File: src/rtl/alu_issue.sv
// alu_issue: decodes MIPS ALU instructions, issues them to an external ALU and writes results back
module alu_issue (
  input  logic        clock,
  input  logic        reset_n,
  input  logic        in_valid,
  output logic        in_ready,
  input  logic [31:0] in_instr,
  output logic [3:0]  alu_ctrl,
  output logic [31:0] alu_op1,
  output logic [31:0] alu_op2,
  input  logic [31:0] alu_result,
  input  logic        alu_zero,
  output logic        out_valid,
  input  logic        out_ready,
  output logic [31:0] out_result,
  output logic        out_zero,
  output logic [4:0]  out_rd,
  output logic        err
);
  typedef enum logic [1:0] {IDLE, EXEC, RESP} state_t;
  state_t state, state_nx;
  logic live;
  logic [31:0] rf [32];
  logic [5:0] op, fn;
  logic [4:0] rs, rt, rd, sh;
  logic [31:0] sext, zext;
  logic legal, acc;
  logic [3:0] d_ctrl;
  logic [31:0] d_op1, d_op2;
  logic [4:0] d_dest;
  assign op = in_instr[31:26];
  assign rs = in_instr[25:21];
  assign rt = in_instr[20:16];
  assign rd = in_instr[15:11];
  assign sh = in_instr[10:6];
  assign fn = in_instr[5:0];
  assign sext = {{16{in_instr[15]}}, in_instr[15:0]};
  assign zext = {16'd0, in_instr[15:0]};
  // live holds in_ready low until the first edge after reset release
  assign in_ready = live & (state == IDLE);
  assign acc = in_valid & in_ready;
  assign out_valid = state == RESP;
  // decode the offered instruction into ALU control, operands and destination
  always_comb begin
    legal = 1'b1;
    d_ctrl = 4'd0;
    d_op1 = rf[rs];
    d_op2 = rf[rt];
    d_dest = rt;
    if (op == 6'h00) begin
      d_dest = rd;
      case (fn)
        6'h00, 6'h02, 6'h03: begin
          d_ctrl = fn == 6'h00 ? 4'd0 : fn == 6'h02 ? 4'd1 : 4'd2;
          d_op1 = rf[rt];
          d_op2 = {27'd0, sh};
        end
        6'h20: d_ctrl = 4'd3;
        6'h22: d_ctrl = 4'd4;
        6'h24: d_ctrl = 4'd5;
        6'h25: d_ctrl = 4'd6;
        6'h26: d_ctrl = 4'd7;
        6'h27: d_ctrl = 4'd8;
        6'h2A: d_ctrl = 4'd9;
        default: legal = 1'b0;
      endcase
    end else begin
      case (op)
        6'h08: begin d_ctrl = 4'd3; d_op2 = sext; end
        6'h0A: begin d_ctrl = 4'd9; d_op2 = sext; end
        6'h0C: begin d_ctrl = 4'd5; d_op2 = zext; end
        6'h0D: begin d_ctrl = 4'd6; d_op2 = zext; end
        6'h0E: begin d_ctrl = 4'd7; d_op2 = zext; end
        6'h0F: begin d_ctrl = 4'd10; d_op1 = zext; d_op2 = '0; end
        default: legal = 1'b0;
      endcase
    end
  end
  // state register
  always_ff @(posedge clock or negedge reset_n) begin
    if (!reset_n) state <= IDLE;
    else state <= state_nx;
  end
  // next-state: illegal accepts leave the FSM in IDLE
  always_comb begin
    state_nx = state;
    case (state)
      IDLE: state_nx = acc && legal ? EXEC : IDLE;
      EXEC: state_nx = RESP;
      RESP: state_nx = out_ready ? IDLE : RESP;
      default: state_nx = IDLE;
    endcase
  end
  // issue registers, result capture and error pulse
  always_ff @(posedge clock or negedge reset_n) begin
    if (!reset_n) begin
      live <= 1'b0;
      err <= 1'b0;
      alu_ctrl <= '0;
      alu_op1 <= '0;
      alu_op2 <= '0;
      out_rd <= '0;
      out_result <= '0;
      out_zero <= 1'b0;
    end else begin
      live <= 1'b1;
      err <= acc & ~legal;
      if (acc && legal) begin
        alu_ctrl <= d_ctrl;
        alu_op1 <= d_op1;
        alu_op2 <= d_op2;
        out_rd <= d_dest;
      end
      if (state == EXEC) begin
        out_result <= alu_result;
        out_zero <= alu_zero;
      end
    end
  end
  // register file writeback on result handshake; r0 is never written
  always_ff @(posedge clock or negedge reset_n) begin
    if (!reset_n) begin
      for (int i = 0; i < 32; i++) rf[i] <= '0;
    end else if (out_valid && out_ready && out_rd != 5'd0) begin
      rf[out_rd] <= out_result;
    end
  end
endmodule

File: config.mk
export PLATFORM = sky130hd
export DESIGN_NAME = alu_issue
export DESIGN_NICKNAME = d
export VERILOG_FILES = /design/src/rtl/alu_issue.sv
export SDC_FILE = /design/constraint.sdc
export NUM_CORES = 2
export LEC_CHECK = 0
export CAP_MARGIN = 10
export CORE_ASPECT_RATIO = 0.5
export CORE_MARGIN = 2
export CORE_UTILIZATION = 50
export DETAILED_ROUTE_END_ITERATION = 8
export GPL_TIMING_DRIVEN = 1
export PLACE_DENSITY = 0.67
export RECOVER_POWER = 25
export SKIP_LAST_GASP = 1
export SYNTH_ARGS = -nofsm -noshare
export SYNTH_HDL_FRONTEND = slang
export SYNTH_SLANG_ARGS = --single-unit
File: constraint.sdc
create_clock -name clock -period 5.1 [get_ports clock]
set_clock_uncertainty 0.15 [all_clocks]
set_input_delay 1.53 -clock clock [delete_from_list [all_inputs] [get_ports clock]]
set_output_delay 1.53 -clock clock [all_outputs]
set_load 0.01 [all_outputs]
# Word level (Yosys, flattened, before mapping)
# Cells that the tools add are included.
totals:
  register_bits: 1134
  inputBits: 69
  output_inout_bits: 109
  wordCells: 109
classes:
  order_cmp: 4
  n_eq_ne: 17
  muxes: 27
  bitwise: 7
  n_reduce_logical: 13
op_table:
  columns: ["operator", "n"]
  rows:
  - ["1024-bit bitwise mux", 1]
  - ["32-bit binary-select mux with 5-bit select", 2]
  - ["32-bit 2-to-1 mux", 10]
  - ["32-bit demux with 5-bit select", 1]
  - ["32-bit one-hot mux with 3 select lines", 1]
  - ["6-bit == test (second input constant)", 7]
  - ["6-bit by 4-bit == test with 1-bit output (second input constant)", 6]
  - ["4-bit one-hot mux with 8 select lines", 1]
  - ["4-bit one-hot mux with 6 select lines", 1]
  - ["6-bit >= comparator (second input constant)", 3]
  - ["5-bit NOT with 6-bit output", 3]
  - ["6-bit by 2-bit == test with 1-bit output (second input constant)", 2]
  - ["6-bit logical NOT", 2]
  - ["10-bit OR reduction", 1]
  - ["6-bit by 1-bit < comparator with 1-bit output (second input constant)", 1]
  - ["2-bit 2-to-1 mux", 3]
  - ["2-bit one-hot mux with 3 select lines", 1]
  - ["3-bit OR reduction", 2]
  - ["6-bit OR reduction", 1]
  - ["5-bit 2-to-1 mux", 1]
  - ["5-bit nonzero test", 1]
  - ["1-bit logical AND", 4]
  - ["1-bit 2-to-1 mux", 4]
  - ["4-bit 2-to-1 mux", 1]
  - ["other kinds (6)", 8]

# Logic depth before layout (Yosys ltp)
logic_depth:
  ltp_word: 7
  ltp_mapped: 10
  mapped_depth_nobuf: 7

# Worst setup path before layout
# OpenSTA, ideal clock, no wires.
synth_timing:
  path_kind: "in2reg"
  from: "input port in_instr[22]"
  to: "register alu_op1[16]"
  setup_time_ns: 0.131
  arrival_ns: 3.424
  required_time_ns: 4.819
  slack_ns: 1.395
  cell_stages: 7
  n_path_buf: 3
  path_cell_list: "buf_2 buf_1 buf_1 mux4_2 mux4_2 a22oi_1 nand3_1"
synth_between:
  elab_chain_len: 6
  word_cells_on_any_way: 7
  classes_between: "mux: 6; bitwise: 1"
synth_lines:
  columns: ["element", "line", "rtl"]
  rows:
  - ["start: declaration", "7", "input logic [31:0] in_instr,"]
  - ["5-bit NOT with 6-bit output (not written as such) *", "47", "d_op1 = rf[rs];"]
  - ["32-bit binary-select mux with 5-bit select *", "47", null]
  - ["32-bit 2-to-1 mux (not written as such) * (2 in series)", "47", null]
  - ["32-bit 2-to-1 mux (on tied branches)", "68, 52", null]
  - ["32-bit 2-to-1 mux *", "50", "if (op == 6'h00) begin"]
  - ["end signal: assignment", "110", "alu_op1 <= d_op1;"]
  - ["end: declaration", "9", "output logic [31:0] alu_op1,"]
# Every way passes the cells marked *; elsewhere a longest branch is shown, timed or not. The select of a mux whose other input is x is not followed.
# A chain may end at the register's enable or synchronous reset.

==> metrics.cfg <==
[run_status]
run_status = finished, violations left
violated_checks = DRC, capacitance limit, slew limit

[setup_path]
critPathMaxFanout = 110
cell_family_with_most_cp_delay = buffers and inverters
crit_buf_inv = 2
crit-reg2reg-capture = out_result[23]
timing.critical_path.arrival_ns = 4.64
timing.critical_path.slowest_cell_delay_ns = 1.47
reg2reg_slack_ns = 1.68
worst-setup-path-type = input pin to async pin
worst_r2r_src = state[1]
critical_path.endpoint_type = async pin
slowest_stage = clkbuf_2
worst_r2r_path_depth = 2
startpoint_class_of_the_critical_path = input pin
crit_chain = clkbuf_2 -> clkbuf_4
worst-endpoint-required_ns = 5.52

[power_and_ir_drop]
vdd_drop_max_mv = 0.267
power.leakage_nw = 31.6
report.power.total_mw = 21.7
power-per-cell-area_nw_per_um2 = 321

[sta]
finalSetupViolations = 0
worst_case_hold_slack_ns = 0.249
setup-tns-final_ns = 0
final.period_utilization = 0.828
worstMarginPinSlew_ns = 3.07
hold_viol_final = 0
grt_setup_unrepaired = false
final.min_clock_period_ns = 4.22
max_slew_margin = -1.05
max_clock_freq_mhz = 237
final-max-slew-violation-count = 264

[synth]
synth.top_cell.area_share = 0.475
synth.avg_cell_area_um2 = 13.9
synth_sequential_area_ratio = 0.475
synth-edff-count = 0
synth-seq-cells = 1134
async_flop_share = 1.00
syn_area_um2 = 59800
synth.top_cells.by_area = dfrtp_1 (47%), mux2_2 (19%), mux4_2 (14%)
synth_top_flop_cell = dfrtp_1
post-synth-top-area-cell = dfrtp_1
ys_types = 52
synth.yosys.warnings = 0
mappedNetlistNets = 4371
syn-instance-count = 4302

[cts]
clock-root-buffer = clkbuf_16
cts_tree = done
number_of_buffers_added_by_the_clock_tree_synthesis_step = 106
number_of_h_tree_levels = 3
insertion_delay_ns = 0.75
clock_sinks = 1134
cts_setup_buffers = 0
postCtsHoldBufs = 0
cts_repair_resize_count = 0
cts.reportedPaths.clkPinSlew_ns = 0.06
number_of_buffers_on_the_longest_clock_path = 3

[floorplanning]
floorplan.die_area_um2 = 123000
design.portCount = 178
die_x_um = 493
core_region_area_um2 = 118000
initial_core_util = 0.506
row_count = 89
die_height_um = 249

[routing]
drt-pass1-iter-count = 8
num_vias = 41175
totalWireLength_um = 198000
route.detailed.drc = 16
wl_per_cell_um = 32.8
ant_nets = 0
drt-vias-per-instance = 6.84
detail_route.iter0.violations = 4618

[global_routing]
globalRouteTotalUtil = 0.322
vias_in_the_first_global_route = 42033
antenna_found_initial = 2
grt_pass1_wl_um = 292000
grt_max_degree = 130
leftover_overflow_at_the_end_of_global_routing = 0

[place]
port-buffer-count = 177
place_area_um2 = 64100
hpwlAfterDp_um = 125000
finalWeightedCongestion = 0.901

[cells_and_area]
design.final.nets = 4407
layout.area.seq_um2 = 28400
n_fill_cell = 9363
drive_above_1_share = 0.416
flow.area_growth_from_synthesis_pct = 13.3
final_area_um2 = 67700
multiInputGateArea_um2 = 29600

[hold_path]
holdPathEnd = rf[1007]
timing.hold.worst_path_depth = 0
min_path_type = flip-flop to flip-flop
hold_path_startpoint = rf[1007]

[run]
maxCapViolCount = 5

-- sequential cells by signal, indices dropped and copies added, names as in the netlist, 2 cells and up --
register    flops
rf           1024
alu_op1        32
alu_op2        32
out_result     32
out_rd          5
alu_ctrl        4
state           2
-- per-stage QoR --
step / util / std cells / setup slack, ns
6_report: 0.573 / 6022 / 0.875
5_1_grt: 0.573 / 6020 / 0.426
4_1_cts: 0.573 / 6019 / 0.898
3_5_place_dp: 0.542 / 5821 / 0.346
3_3_place_gp: 0.542 / 5820 / 0.374
2_1_floorplan: - / 4302 / 1.40
-- cells in the final DEF, fill, tap and decap left out, drive strengths merged, types with 9 or more instances in the layout --
| cell type | netlist | final |
|---|---|---|
| nand2 | 98 | 98 |
| nand4 | 19 | 19 |
| mux2i | 445 | 445 |
| nand3 | 127 | 127 |
| o221ai | 20 | 20 |
| clkbuf | 235 | 175 |
| dfrtp | 1134 | 1134 |
| a211oi | 22 | 22 |
| buf | 230 | 207 |
| a22oi | 207 | 207 |
| a21oi | 81 | 81 |
| a22o | 10 | 10 |
| nor2b | 23 | 23 |
| nand2b | 11 | 11 |
| o22ai | 14 | 14 |
| o21ai | 64 | 64 |
| mux2 | 1031 | 1031 |
| and3 | 11 | 11 |
| mux4 | 368 | 368 |
| nor2 | 80 | 80 |
| clkinv | 0 | 23 |
| nor3 | 9 | 9 |
| clkdlybuf4s50 | 0 | 168 |
| inv | 7 | 11 |
-- per-layer routing --
metal | vias up | global-route usage | share of wire
met1 | 22106 | 0.470 | 0.43
met4 | 0 | 0.125 | 0.042
met2 | 2155 | 0.466 | 0.43
met5 | - | 0 | 0
met3 | 462 | 0.0767 | 0.096
li1 | 16452 | - | -
-- final cells by class --
class	count	area share
timing repair buffer	393	0.0594
clock buffer	157	0.0473
sequential	1134	0.419
multi-input combinational	2696	0.437
inverter	7	0.000406
tap	1592	0.0294
clock inverter	41	0.00698
antenna	2	0.0000739
-- cells in the mapped netlist, types with 8 or more instances --
cell,instances
o21ai_0,63
buf_1,59
buf_4,10
o22ai_1,14
mux2i_1,445
a211oi_1,22
and3_1,11
clkbuf_1,235
nor3_1,9
o221ai_1,20
a221oi_1,8
mux2_2,1027
a21oi_1,81
mux4_2,368
a22o_1,10
nand4_1,19
nor2b_1,23
nand2b_1,11
nand3_1,127
dfrtp_1,1134
buf_2,155
nand2_1,98
nor2_1,80
a22oi_1,207
-- cells by family after synthesis --
logic type,Yosys count,synth area share
AO/OA/AOI/OAI,446,0.0509
XOR/XNOR,2,0.000293
other,1,0.0000627
AND/OR/NAND/NOR,403,0.0327
buffers and inverters,472,0.0343
multiplexers,1844,0.407
flip-flops,1134,0.475
-- worst max-delay path by stage --
stage,depth (start not counted),start,endpoint,slack (ns)
CTS,1,out_result[12],out_result[12],0.90
detailed placement,7,in_instr[1],alu_op1[2],0.35
floorplan,7,in_instr[22],alu_op1[16],1.40
finish,2,reset_n,rf[961],0.88
global placement,7,in_instr[1],alu_op1[2],0.37
global route,2,reset_n,rf[708],0.43
-- power by group --
part           leakage [nW]  switching, mW  total [mW]  internal, mW
Combinational          14.1           1.75        3.10          1.35
Clock                  1.81           3.72        8.49          4.77
Sequential             15.7          0.714        10.2          9.44
Total                  31.6           6.18        21.7          15.6
No activity file was read; power rests on OpenSTA's default activity.
